==> src/rtl/pipe_pkg.sv <==
// Shared definitions for the MIPS pipeline-stage registers: control states
// and the payload width of each inter-stage register.
package pipe_pkg;

  typedef enum logic [1:0] {
    EMPTY = 2'd0,
    FULL  = 2'd1,
    SKID  = 2'd2
  } pipe_state_t;

  localparam int IF_ID_W  = 64;
  localparam int ID_EX_W  = 147;
  localparam int EX_MEM_W = 107;
  localparam int MEM_WB_W = 71;

endpackage

==> src/rtl/pipe_slot.sv <==
// One storage entry of a pipeline stage: a data register with its valid flop.
// Clearing drops the valid bit only; the stale payload is left in place.
module pipe_slot #(
  parameter int                 WIDTH       = 32,
  parameter logic [WIDTH-1:0]   RESET_VALUE = '0
) (
  input  logic             clock,
  input  logic             reset_n,
  input  logic             load,
  input  logic             clear,
  input  logic [WIDTH-1:0] d,
  output logic [WIDTH-1:0] q,
  output logic             valid
);

  logic [WIDTH-1:0] data_q, data_d;
  logic             valid_q, valid_d;

  // Load wins over clear so a simultaneous refill keeps the entry valid.
  always_comb begin
    data_d  = data_q;
    valid_d = valid_q;
    if (load) begin
      data_d  = d;
      valid_d = 1'b1;
    end else if (clear) begin
      valid_d = 1'b0;
    end
  end

  always_ff @(posedge clock or negedge reset_n) begin
    if (!reset_n) begin
      data_q  <= RESET_VALUE;
      valid_q <= 1'b0;
    end else begin
      data_q  <= data_d;
      valid_q <= valid_d;
    end
  end

  assign q     = data_q;
  assign valid = valid_q;

endmodule

==> src/rtl/pipe_stage_reg.sv <==
// Valid/ready pipeline-stage register with synchronous flush and an optional
// skid entry that registers in_ready without costing throughput.
module pipe_stage_reg #(
  parameter int               WIDTH       = 32,
  parameter logic [WIDTH-1:0] RESET_VALUE = '0,
  parameter bit               SKID        = 1'b1
) (
  input  logic             clock,
  input  logic             reset_n,
  input  logic             flush,
  input  logic             in_valid,
  output logic             in_ready,
  input  logic [WIDTH-1:0] in_data,
  output logic             out_valid,
  input  logic             out_ready,
  output logic [WIDTH-1:0] out_data
);

  import pipe_pkg::*;

  pipe_state_t      state_q, state_d;
  logic             main_load, main_clear, main_valid;
  logic             skid_load, skid_clear, skid_valid;
  logic [WIDTH-1:0] main_in, skid_data;
  logic             in_xfer, out_xfer;

  assign in_xfer  = in_valid && in_ready && !flush;
  assign out_xfer = main_valid && out_ready;

  always_ff @(posedge clock or negedge reset_n) begin
    if (!reset_n) state_q <= pipe_pkg::EMPTY;
    else          state_q <= state_d;
  end

  // The skid entry only ever drains into main, so main reloads from it in SKID.
  always_comb begin
    state_d    = state_q;
    main_load  = 1'b0;
    main_clear = 1'b0;
    skid_load  = 1'b0;
    skid_clear = 1'b0;
    main_in    = (state_q == pipe_pkg::SKID) ? skid_data : in_data;
    if (flush) begin
      state_d    = pipe_pkg::EMPTY;
      main_clear = 1'b1;
      skid_clear = 1'b1;
    end else begin
      unique case (state_q)
        pipe_pkg::EMPTY: begin
          if (in_xfer) begin
            main_load = 1'b1;
            state_d   = pipe_pkg::FULL;
          end
        end
        pipe_pkg::FULL: begin
          if (in_xfer && out_xfer) begin
            main_load = 1'b1;
          end else if (in_xfer && SKID) begin
            skid_load = 1'b1;
            state_d   = pipe_pkg::SKID;
          end else if (out_xfer) begin
            main_clear = 1'b1;
            state_d    = pipe_pkg::EMPTY;
          end
        end
        pipe_pkg::SKID: begin
          if (out_xfer) begin
            main_load  = 1'b1;
            skid_clear = 1'b1;
            state_d    = pipe_pkg::FULL;
          end
        end
        default: state_d = pipe_pkg::EMPTY;
      endcase
    end
  end

  pipe_slot #(.WIDTH(WIDTH), .RESET_VALUE(RESET_VALUE)) u_main (
    .clock   (clock),
    .reset_n (reset_n),
    .load    (main_load),
    .clear   (main_clear),
    .d       (main_in),
    .q       (out_data),
    .valid   (main_valid)
  );

  generate
    if (SKID) begin : g_skid
      pipe_slot #(.WIDTH(WIDTH), .RESET_VALUE(RESET_VALUE)) u_skid (
        .clock   (clock),
        .reset_n (reset_n),
        .load    (skid_load),
        .clear   (skid_clear),
        .d       (in_data),
        .q       (skid_data),
        .valid   (skid_valid)
      );
    end else begin : g_no_skid
      assign skid_data  = RESET_VALUE;
      assign skid_valid = 1'b0;
    end
  endgenerate

  // Skid mode keeps in_ready purely registered; otherwise it looks through out_ready.
  assign in_ready  = SKID ? !skid_valid : (!main_valid || out_ready);
  assign out_valid = main_valid;

endmodule

==> config.mk <==
export PLATFORM = sky130hd
export DESIGN_NAME = pipe_stage_reg
export DESIGN_NICKNAME = d
export VERILOG_FILES = /design/src/rtl/pipe_pkg.sv /design/src/rtl/pipe_slot.sv /design/src/rtl/pipe_stage_reg.sv
export SDC_FILE = /design/constraint.sdc
export NUM_CORES = 1
export LEC_CHECK = 0
export ABC_AREA = 0
export ABC_CLOCK_PERIOD_IN_PS = 1890
export CAP_MARGIN = 20
export CORE_ASPECT_RATIO = 1.5
export CORE_MARGIN = 2
export CORE_UTILIZATION = 45
export DETAILED_ROUTE_END_ITERATION = 10
export MAX_ROUTING_LAYER = met4
export PLACE_DENSITY = 0.72
export SYNTH_ARGS = -nofsm -noshare
export SYNTH_HDL_FRONTEND = slang
export SYNTH_HIERARCHICAL = 1
export SYNTH_SLANG_ARGS = --single-unit
export TNS_END_PERCENT = 1
==> constraint.sdc <==
create_clock -name clock -period 1.89 [get_ports clock]
set_input_delay 0.189 -clock clock [delete_from_list [all_inputs] [get_ports clock]]
set_output_delay 0.189 -clock clock [all_outputs]
set_load 0.02 [all_outputs]
==> results of run 1 <==
power by group through the flow:
stage | Combinational (mW) | Sequential (mW) | Clock, mW
2_1_floorplan | 1.12 | 2.65 | 0
3_3_place_gp | 2.16 | 2.40 | 0
3_5_place_dp | 2.19 | 2.43 | 0
4_1_cts | 2.20 | 2.42 | 1.94
5_1_grt | 2.32 | 2.50 | 2.00
6_report | 2.18 | 2.42 | 1.89
registers in the layout, indices dropped and copies added, names as in the netlist:
| register | cells |
|---|---|
| g_skid.u_skid/q | 32 |
| g_skid.u_skid/valid | 1 |
| state_q | 2 |
| u_main/q | 32 |
| u_main/valid | 1 |
worst max-delay path, stage by stage, from the launching register on:
cell and delay (ns):
dfrtp_1 0.40, nor2b_2 0.22, nand3_1 0.13, nor3b_2 0.25, buf_4 0.20, buf_12 0.15, mux2_2 0.34
logic make-up (layout without fill, tap and decap cells):
logic type / count (synthesis) / in the layout / synth area share, %
buffers and inverters: 16 / 108 / 6.12
multiplexers: 96 / 96 / 40.6
AND/OR/NAND/NOR: 9 / 9 / 1.77
flip-flops: 68 / 68 / 49.3
AO/OA/AOI/OAI: 8 / 8 / 2.21
metrics by stage:
| step | setup slack [ns] | hold WS [ns] | setup TNS, ns | instances |
|---|---|---|---|---|
| after floorplan | 0.159 | -0.107 | 0 | 197 |
| after CTS | 0.0335 | 0.411 | 0 | 391 |
| after detailed placement | -0.188 | 0.214 | -4.48 | 374 |
| after global placement | -0.144 | 0.206 | -3.47 | 374 |
| final | 0.0920 | 0.404 | 0 | 391 |
| after global routing | 0.0266 | 0.447 | 0 | 391 |
final timing paths:
| kind | start | endpoint | slack, ns | cells past startpoint |
|---|---|---|---|---|
| setup / recovery | state_q[0] | g_skid.u_skid/q[31] | 0.09 | 6 |
| hold / removal | reset_n | g_skid.u_skid/q[29] | 0.40 | 2 |
| setup reg to reg | state_q[0] | g_skid.u_skid/q[31] | 0.09 | 6 |
| hold reg to reg | g_skid.u_skid/q[29] | g_skid.u_skid/q[29] | 0.50 | 1 |
| max in group asynchronous | reset_n | u_main/q[26] | 0.95 | 3 |
| min in group clock | g_skid.u_skid/q[29] | g_skid.u_skid/q[29] | 0.50 | 1 |
layout by cell type (no fill, tap or decap), types with 2 or more instances in the layout:
| cell | instances |
|---|---|
| a21o_1 | 2 |
| buf_12 | 8 |
| buf_4 | 9 |
| bufinv_16 | 3 |
| clkbuf_16 | 9 |
| clkdlybuf4s50_1 | 69 |
| clkinv_4 | 2 |
| dfrtp_1 | 68 |
| inv_1 | 3 |
| mux2_2 | 10 |
| mux2_4 | 86 |
| nand2b_1 | 2 |
| nand3_1 | 2 |
| nor3b_2 | 2 |
per-layer routing:
metal	up-vias	track usage [%]	part of all wire, %
met5	-	-	0
met4	0	4.91	0.63
met3	2	3.55	3.5
met1	972	22.1	43
li1	874	-	-
met2	37	26.9	53
repair_timing:
action                                  in CTS  in global routing
endpoints found under the setup margin       0                 20
gates resized for setup                      0                  2
hold endpoints to repair                    20                  0
hold buffers                                 1                  0
layout make-up:
class                      instances  area [sq um]
sequential                        68          1700
tap                              102           128
clock inverter                     6           113
fill                             605          2830
timing repair buffer              88           933
inverter                           4          15.0
multi-input combinational        113          1570
clock buffer                      10           229
==> results by group, run 1 <==
Outcome
  • Outcome: finished, final reports clean

Synth
  • Main flop type after synthesis: dfrtp_1
  • Yosys warns: 6
  • Top-count cell post-synth: mux2_4
  • FF+latch count, synth: 68
  • Syn_area_per_cell: 17.5 sq um
  • Top post-synthesis cells by count: mux2_4, dfrtp_1, mux2_2
  • Cell taking the most area after synthesis: dfrtp_1
  • Share of the synthesized area in the top cell type: 49.3%
  • Netlist cell types: 20
  • Post-synth EDFFs: 0
  • Mapped Area: 0.00345 sq mm
  • Synth Instances: 197
  • Sequential-to-total area share from yosys stat: 49.3%
  • Synth top area cells: dfrtp_1, mux2_4, buf_12
  • Synthesized net count: 234
  • Asr flop ratio synth: 100%

Pwr
  • Clock Power Share: 29.2%
  • Sequential power share: 37.2%
  • Power Dens Cells: 1390 mW/mm^2
  • VDD IR-drop max: 0.000913 V
  • Switch Pwr: 1.73 mW
  • Leak: 2.09 nW
  • Int Power: 4.76 mW
  • Total Power: 6.49 mW
  • Sw Share: 26.6%
  • Combinational share of power: 33.6%

Global routing
  • GRT Util Overall: 17.1%
  • Largest net degree at the start of global routing: 26
  • Vias in the first global route: 2117
  • Initial antenna violation count: 0
  • Grt ovf: 0
  • First-pass GRT wire length: 10600 um

Worst setup path
  • Worst-path maximum fanout: 9
  • Crit path capture type: flop
  • CP required: 2.09 ns
  • Critical path type: flop to flop
  • Worst setup SP type: flop
  • Data arrival, critical path: 2.00 ns

Drt
  • Remaining DRCs: 0
  • Initial DRC Count: 57
  • Total number of vias: 1885
  • Wirelength per Cell: 16.2 um
  • Pre-antenna DRT Iters: 4
  • Antenna viol nets, final: 0
  • WL final: 6330 um
  • Via-per-instance ratio: 4.82

Timing
  • Tmin final: 1.80 ns
  • Final Hold Viols: 0
  • Setup-failing EPs final: 0
  • Worst slew pin tran: 0.561 ns
  • Fmax: 556 MHz
  • Slew Limit Fails: 0
  • Fin crit share: 95.1%
  • Clock Skew: 0.00884 ns
  • RSZ-0062 raised after global routing: no
  • Rel. slew slack: 62.6%

Floorplan
  • Core box area: 0.00751 sq mm
  • Die Footprint: 0.00841 sq mm
  • # rows: 39
  • Height of the die: 111 um
  • Ports: 71
  • Initial Util: 46.0%
  • Die width: 75.5 um

Final layout
  • Fraction of layout instances using a drive strength above 1: 47.8%
  • Diode count: 0
  • Layout area overhead: 35.6%
  • Util after Layout: 62.3%
  • Nets: 321
  • Final Cell Area: 0.00468 sq mm

Placement
  • Post-Place Cell Area: 0.00433 sq mm
  • PortBufs: 70
  • Half-perimeter wire length after placement: 4380 um
  • Final Wtd Congestion: 0.781

Clock network
  • Cts bufs inserted: 9
  • CTS clk-pin slew, worst paths: 0.05 ns
  • Setup Buffers After CTS: 0
  • Clock sink count: 68
  • CTS Buffer Depth: 2
  • Clock Latency Late Sink: 0.32 ns
  • CTS tree: built
  • Htree depth: 3
  • CTS root buf: clkbuf_16

Job
  • Max cap viols: 0

Min path
  • Worst Hold Class: input pin to async pin
No activity file was read; power rests on OpenSTA's default activity.
==> inputs of run 2 (changes only) <==
Settings changed: ABC_CLOCK_PERIOD_IN_PS 1890 to unset.
==> results of run 2 <==
The final DEF is identical to that of run 1; final timing and power are the same.
==> inputs of run 3 (changes only) <==
Settings changed: MAX_ROUTING_LAYER met4 to unset.
==> run 3 against run 2 <==
  * Sequential cell count did not move
  * Clock power barely moved
  * Fmax rose by 0.11%
  * Clock-buffer cell count did not move
  * First-iteration DRC count rose by 35%
  * Utilization did not move
  * Cell count did not move
  * Via count rose by 0.37%
  * Power barely moved
==> results by group, run 3 (synthesis results as in run 1) <==
Timing
  • Setup-failing EPs final: 0
  • Clock Skew: 0.00877 ns
  • Slew Limit Fails: 0
  • Fmax: 557 MHz
  • Fin crit share: 95.0%
  • Rel. slew slack: 61.6%
  • Hold_ws: 0.407 ns
  • Tmin final: 1.80 ns
  • Setup_tns: 0 ns
  • Final Hold Viols: 0
  • Final WS setup: 0.0940 ns
  • RSZ-0062 raised after global routing: no
  • Worst slew pin tran: 0.577 ns

Pwr
  • Combinational share of power: 33.6%
  • VDD IR-drop max: 0.000916 V
  • Sw Share: 26.6%
  • Sequential power share: 37.2%
  • Power Dens Cells: 1390 mW/mm^2
  • Leak: 2.09 nW
  • Total Power: 6.49 mW
  • Clock Power Share: 29.2%
  • Int Power: 4.76 mW
  • Switch Pwr: 1.73 mW

Final layout
  • Diode count: 0
  • Commonest non-fill, non-tap cell in the layout: mux2_4
  • Final Cell Area: 0.00468 sq mm
  • Fraction of layout instances using a drive strength above 1: 47.8%
  • Most frequent cells in the layout: mux2_4, clkdlybuf4s50_1, dfrtp_1
  • Layout area overhead: 35.6%
  • Nets: 321

Drt
  • Antenna viol nets, final: 0
  • Remaining DRCs: 0
  • Pre-antenna DRT Iters: 4
  • Initial DRC Count: 77
  • WL final: 6310 um
  • Total number of vias: 1892
  • Wirelength per Cell: 16.1 um
  • Via-per-instance ratio: 4.84

Outcome
  • Outcome: finished, final reports clean

Global routing
  • Initial antenna violation count: 0
  • Vias in the first global route: 2113
  • First-pass GRT wire length: 10600 um
  • Largest net degree at the start of global routing: 26
  • Grt ovf: 0
  • GRT Util Overall: 16.7%

Clock network
  • Cts bufs inserted: 9
  • CTS root buf: clkbuf_16
  • CTS Buffer Depth: 2
  • CTS clk-pin slew, worst paths: 0.06 ns
  • Clock Latency Late Sink: 0.32 ns
  • Clock sink count: 68
  • CTS tree: built
  • Htree depth: 3

Worst setup path
  • Slowest CP cell: dfrtp_1
  • Worst setup SP type: flop
  • Crit path capture type: flop
  • R2R cell count: 6
  • Data arrival, critical path: 2.00 ns
  • Worst-path maximum fanout: 9
  • Critical path type: flop to flop
  • CP peak stage delay: 0.40 ns
  • CP required: 2.09 ns
  • CP cell instances: nor2b_2, nand3_1, nor3b_2, buf_4, buf_12, mux2_2

Floorplan
  • Die width: 75.5 um
  • # rows: 39
  • Height of the die: 111 um
  • Initial Util: 46.0%
  • Die Footprint: 0.00841 sq mm
  • Core box area: 0.00751 sq mm
  • Ports: 71

Placement
  • PortBufs: 70
  • Half-perimeter wire length after placement: 4380 um
  • Final Wtd Congestion: 0.771
  • Dpl ws: -0.188 ns
  • Post-Place Cell Area: 0.00433 sq mm

Min path
  • Worst Hold Class: input pin to async pin

Job
  • Max cap viols: 0
run 3: layer usage:
| metal | track usage, % | vias up | wire (um) |
|---|---|---|---|
| met5 | 0 | - | 0 |
| met1 | 22.6 | 972 | 2750 |
| met3 | 3.55 | 4 | 229 |
| met4 | 4.91 | 0 | 53 |
| met2 | 26.6 | 41 | 3280 |
| li1 | - | 875 | - |
run 3: final timing paths:
check,from,end,slack (ns)
worst max-delay path,state_q[0],g_skid.u_skid/q[31],0.09
worst min-delay path,reset_n,g_skid.u_skid/q[0],0.41
worst max register to register,state_q[0],g_skid.u_skid/q[31],0.09
worst min register to register,g_skid.u_skid/q[29],g_skid.u_skid/q[29],0.50
max in group asynchronous,reset_n,u_main/q[26],0.94
min in group clock,g_skid.u_skid/q[29],g_skid.u_skid/q[29],0.50
run 3: critical path, delay by kind of cell, from the launching register on:
| kind | cells | cell delay (ns) |
|---|---|---|
| buffers and inverters | 2 | 0.35 |
| flip-flops | 1 | 0.40 |
| multiplexers | 1 | 0.34 |
| AND/OR/NAND/NOR | 3 | 0.60 |
run 3: area by class of cell:
| type | count | area (sq um) |
|---|---|---|
| well taps | 102 | 128 |
| multi-input cells | 113 | 1570 |
| flip-flops and latches | 68 | 1700 |
| repair buffers | 88 | 933 |
| inverters | 4 | 15.0 |
| fillers | 605 | 2830 |
| clock buffers | 10 | 229 |
| clock inverters | 6 | 113 |
run 3: power groups by stage:
stage               registers, mW  logic (mW)  clock network (mW)
floorplan                    2.65        1.12                   0
global placement             2.40        2.16                   0
detailed placement           2.43        2.19                   0
CTS                          2.42        2.20                1.94
global route                 2.50        2.32                2.00
finish                       2.42        2.18                1.90
run 3: repair_timing:
item | CTS | global route
buffers inserted | 0 | 0
resized for setup | 0 | 2
endpoints found under the hold margin | 20 | 0
setup endpoints to repair | 0 | 20
hold buffers | 1 | 0
run 3: metrics by stage:
stage | util (%) | instances
3_3_place_gp | 57.6 | 374
5_1_grt | 62.3 | 391
2_1_floorplan | - | 197
6_report | 62.3 | 391
4_1_cts | 62.2 | 391
3_5_place_dp | 57.6 | 374
